--- src/rtl/u109_cycle_termination.sv ---
// rtl/u109_cycle_termination.sv - Motorola-side terminator for CPU cycles to PCI space via the U109 FIFO
// Optional macro U109_BURST_EN: run SIZ=2'b11 line transfers as four paced beats instead of burst-inhibiting them.
module u109_cycle_termination #(
    parameter int TO_WIDTH = 8,
    parameter int TO_LIMIT = 200
) (
    input  logic       CLKB,
    input  logic       RESET,
    input  logic       TSn,
    input  logic       PCICYCLEn,
    input  logic       RnW,
    input  logic [1:0] SIZ,
    input  logic       PCI_ERR,
    input  logic       fifo_wr_ready,
    input  logic       fifo_rd_ready,
    output logic       TACKn,
    output logic       TEAn,
    output logic       TBIn,
    output logic       fifo_wr_valid,
    output logic       fifo_rd_valid,
    output logic       D_OE,
    output logic       BUSY
);

`ifdef U109_BURST_EN
    localparam bit BURST = 1'b1;
`else
    localparam bit BURST = 1'b0;
`endif

    localparam logic [TO_WIDTH-1:0] WD_MAX = TO_WIDTH'(TO_LIMIT);

    typedef enum logic [1:0] {IDLE, WAIT, ACK, ERR} state_t;

    state_t              state;
    logic                rnw_q;
    logic [1:0]          siz_q;
    logic [TO_WIDTH-1:0] wd;
    logic [1:0]          beat;
    logic                line;
    logic                last_beat;
    logic                ready;
    logic                wd_hit;

    assign line      = (siz_q == 2'b11);
    assign last_beat = (beat == ((BURST && line) ? 2'd3 : 2'd0));
    assign ready     = rnw_q ? fifo_rd_ready : fifo_wr_ready;
    assign wd_hit    = (wd == WD_MAX);

    // Outputs are registered from the state held during the previous clock,
    // so TACKn/TEAn/strobes appear exactly one clock after ACK/ERR is entered.
    always_ff @(posedge CLKB or posedge RESET) begin
        if (RESET) begin
            state         <= IDLE;
            rnw_q         <= 1'b0;
            siz_q         <= 2'b00;
            wd            <= '0;
            beat          <= 2'd0;
            TACKn         <= 1'b1;
            TEAn          <= 1'b1;
            TBIn          <= 1'b1;
            fifo_wr_valid <= 1'b0;
            fifo_rd_valid <= 1'b0;
            D_OE          <= 1'b0;
            BUSY          <= 1'b0;
        end else begin
            TACKn         <= !(state == ACK);
            TEAn          <= !(state == ERR);
            TBIn          <= !((state == ACK || state == ERR) && line && !BURST);
            fifo_rd_valid <= (state == ACK) && rnw_q;
            fifo_wr_valid <= (state == ACK) && !rnw_q;
            D_OE          <= (state == WAIT || state == ACK) && rnw_q;
            BUSY          <= (state != IDLE);

            case (state)
                IDLE: begin
                    if (!TSn && !PCICYCLEn) begin
                        rnw_q <= RnW;
                        siz_q <= SIZ;
                        wd    <= '0;
                        beat  <= 2'd0;
                        state <= WAIT;
                    end
                end
                WAIT: begin
                    if (!wd_hit) wd <= wd + TO_WIDTH'(1);
                    if (PCI_ERR || wd_hit) state <= ERR;
                    else if (ready)        state <= ACK;
                end
                ACK: begin
                    beat <= beat + 2'd1;
                    if (last_beat) begin
                        state <= IDLE;
                    end else begin
                        wd    <= '0;
                        state <= WAIT;
                    end
                end
                ERR: begin
                    beat  <= 2'd0;
                    state <= IDLE;
                end
                default: state <= IDLE;
            endcase
        end
    end

endmodule
--- config.mk ---
export PLATFORM = sky130hd
export DESIGN_NAME = u109_cycle_termination
export DESIGN_NICKNAME = d
export VERILOG_FILES = /design/src/rtl/u109_cycle_termination.sv
export SDC_FILE = /design/constraint.sdc
export NUM_CORES = 1
export LEC_CHECK = 0
export CORE_MARGIN = 1
export CORE_UTILIZATION = 55
export CTS_BUF_LIST = sky130_fd_sc_hd__clkbuf_4
export DETAILED_ROUTE_END_ITERATION = 12
export HOLD_SLACK_MARGIN = 0.06
export PLACE_DENSITY = 0.83
export SLEW_MARGIN = 20
export SYNTH_ARGS = -nofsm -noshare
export SYNTH_HDL_FRONTEND = slang
export SYNTH_SLANG_ARGS = --single-unit
--- constraint.sdc ---
create_clock -name CLKB -period 2 [get_ports CLKB]
set_clock_uncertainty 0.05 [all_clocks]
set_input_delay 0.3 -clock CLKB [delete_from_list [all_inputs] [get_ports CLKB]]
set_output_delay 0.3 -clock CLKB [all_outputs]
set_load 0.05 [all_outputs]
==> reports/results.tsv <==
metric	value	unit
Final WS setup	0.110	ns
Setup CP Type	reg -> reg	
EDFF count, synth	0	
Root Driver	clkbuf_4	
vias in the first global route	790	
f_max	529	MHz
RSZ-0062 raised after global routing	no	
vias per cell	5.85	
Pleak	0.645	nW
slew margin rel.	0.658	
Cell Pwr Density	1440	nW/um^2
largest net degree at the start of global routing	16	
Layout area overhead	22.8	%
clk_lat worst skew	0.33	ns
DIE HEIGHT	47.9	um
TritonRoute pass-1 iters	4	
I/O pin cnt	17	
register area share after synthesis	0.479	
Synth warnings	0	
Rows	16	
total grt overflow	0	
DR iter-0 viols	30	
Slew Limit Fails	0	
layout cells sized above 1	0.176	
Worst Hold Class	in -> async	
nets	151	
Area contributors post-synth	dfrtp_1 (41%), ha_1 (9.7%), dfstp_2 (6.8%)	
metal2 WL	1.15	mm
Cell Area, Synth	1160	um^2
clock buffer depth	2	
clk slew on worst S/H paths	0.12	ns
post-synth top area cell	dfrtp_1	
final wirelength	2.49	mm
initial antenna violation count	0	
Tmin final	1.89	ns
residual DRC count	0	
Synth Instances	107	
Core Box Area	1960	um^2
Crit Path Max Fanout	8	
CTS sink cnt	22	
DR top layer	met4	
status	complete, no violations	
CTS tree	done	
first-pass GRT wire length	3.47	mm
CTS Buf Count	3	
worst r2r path cells	6	
GRT Total Usage	0.218	
Die W	47.9	um
Final ANT Viol Nets	0	
dpl hpwl	1.67	mm
Mapped Nets	126	
fin crit share	0.945	
WL met1	1.06	mm
Slew @ Worst Pin	0.513	ns
Final Hold Vio Count	0	
ant diodes	0	
number of I/O port buffers	16	
via count	924	
VDD IR max	0.00102	V
met3 wire length	161	um
Worst Path Arrival	2.07	ns
final setup vio count	0	
synth cell count leaders	dfrtp_1 (19), inv_1 (12), ha_1 (9), o21ai_0 (9), and3_1 (6)	
CP required	2.18	ns
Synth top area share	0.411	
share of synthesized registers carrying an async set or reset	1.00	
Initial Utilization	0.590	
number of distinct library cells after synthesis	31	
die area	2290	um^2
post-route total power	2.04	mW
CP Launch Type	flop	
Synth Register Bits	22	
pre-CTS setup slack	-0.00246	ns
count leader, synth	dfrtp_1	
Syn Area/Cell	10.8	um^2
Max Cap Violations	0	
Main synth FF type	dfrtp_1	
Crit. End Element	flop	
Routability Congestion	0.801	
htree depth	1	
Post-CTS Hold Buffers	0	
WL per Instance	15.7	um
per-layer routing:
metal,GRT usage,vias up
li1,-,429
met1,0.313,438
met2,0.341,46
met3,0.0340,11
met4,0.0667,0
met5,0,-
layout by cell type (no fill, tap or decap), drive strengths merged, types with 2 or more instances in the layout:
| master | synthesis | layout |
|---|---|---|
| and2 | 2 | 2 |
| and3 | 6 | 6 |
| buf | 2 | 7 |
| clkbuf | 1 | 3 |
| clkdlybuf4s50 | 0 | 13 |
| dfrtp | 19 | 19 |
| dfstp | 3 | 3 |
| dlymetal6s2s | 0 | 3 |
| ha | 9 | 9 |
| inv | 12 | 12 |
| mux2 | 3 | 3 |
| mux2i | 2 | 2 |
| nand2 | 5 | 5 |
| nand3 | 4 | 4 |
| nand3b | 5 | 5 |
| nor2 | 3 | 3 |
| o211ai | 3 | 3 |
| o21a | 2 | 2 |
| o21ai | 9 | 9 |
| o221ai | 3 | 3 |
| o31ai | 2 | 2 |
| or3 | 2 | 2 |
flip-flops by register name (all words and copies together) (netlist names):
| name | cells |
|---|---|
| fifo_rd_valid | 1 |
| TBIn | 1 |
| TEAn | 1 |
| state | 2 |
| TACKn | 1 |
| wd | 8 |
| fifo_wr_valid | 1 |
| D_OE | 1 |
| BUSY | 1 |
| rnw_q | 1 |
| siz_q | 2 |
| beat | 2 |
critical path, cell delays in order, from the launching register on:
cell and delay [ns]:
dfrtp_1 0.43, inv_1 0.12, ha_1 0.23, o21a_1 0.13, a211o_4 0.33, or2_4 0.28
a21o_2 0.21
path summary, 6_finish.rpt:
kind,start,end,slack (ns)
max in group asynchronous,RESET,wd[0]$_DFFE_PP0P_,1.18
setup reg to reg,state[0]$_DFFE_PP0P_,wd[0]$_DFFE_PP0P_,0.11
hold / removal,RESET,D_OE$_DFF_PP0_,0.20
hold reg to reg,siz_q[1]$_DFFE_PP0P_,TBIn$_DFF_PP1_,0.42
min in group CLKB,siz_q[1]$_DFFE_PP0P_,TBIn$_DFF_PP1_,0.42
setup / recovery,state[0]$_DFFE_PP0P_,wd[0]$_DFFE_PP0P_,0.11
through the flow:
| stage | cells | area, um^2 | hold slack, ns | setup TNS, ns | utilization |
|---|---|---|---|---|---|
| final | 158 | 1420 | 0.203 | 0 | 0.724 |
| after global routing | 158 | 1420 | 0.275 | 0 | 0.724 |
| after CTS | 158 | 1400 | 0.234 | 0 | 0.716 |
| after detailed placement | 154 | 1380 | 0.374 | -0.00246 | 0.702 |
| after global placement | 154 | 1380 | 0.360 | 0 | 0.702 |
| after floorplan | 107 | 1160 | 0.237 | 0 | - |
repair_timing:
| action | in CTS | in global routing |
|---|---|---|
| endpoints found under the hold margin | 0 | 0 |
| setup endpoints to repair | 0 | 11 |
| resized for setup | 0 | 6 |
| setup buffers | 0 | 0 |
layout make-up:
| cell class | instances | area, um^2 |
|---|---|---|
| repair buffers | 23 | 220 |
| clock inverters | 1 | 3.75 |
| flip-flops and latches | 22 | 554 |
| well taps | 27 | 33.8 |
| multi-input cells | 70 | 542 |
| inverters | 12 | 45.0 |
| clock buffers | 3 | 22.5 |
| fillers | 162 | 541 |
power by group:
part / total, mW / internal, mW / switching [mW]
logic: 1.08 / 0.438 / 0.638
registers: 0.748 / 0.623 / 0.124
clock network: 0.217 / 0.0735 / 0.143
total: 2.04 / 1.14 / 0.905
cells by family after synthesis:
family	share of synthesized area
and+or+nand+nor	0.158
DFF	0.479
muxes	0.0465
adders and majority gates	0.0973
AOI/OAI and AO/OA	0.158
buffers and inverters	0.0616
No activity file was read; power rests on OpenSTA's default activity.
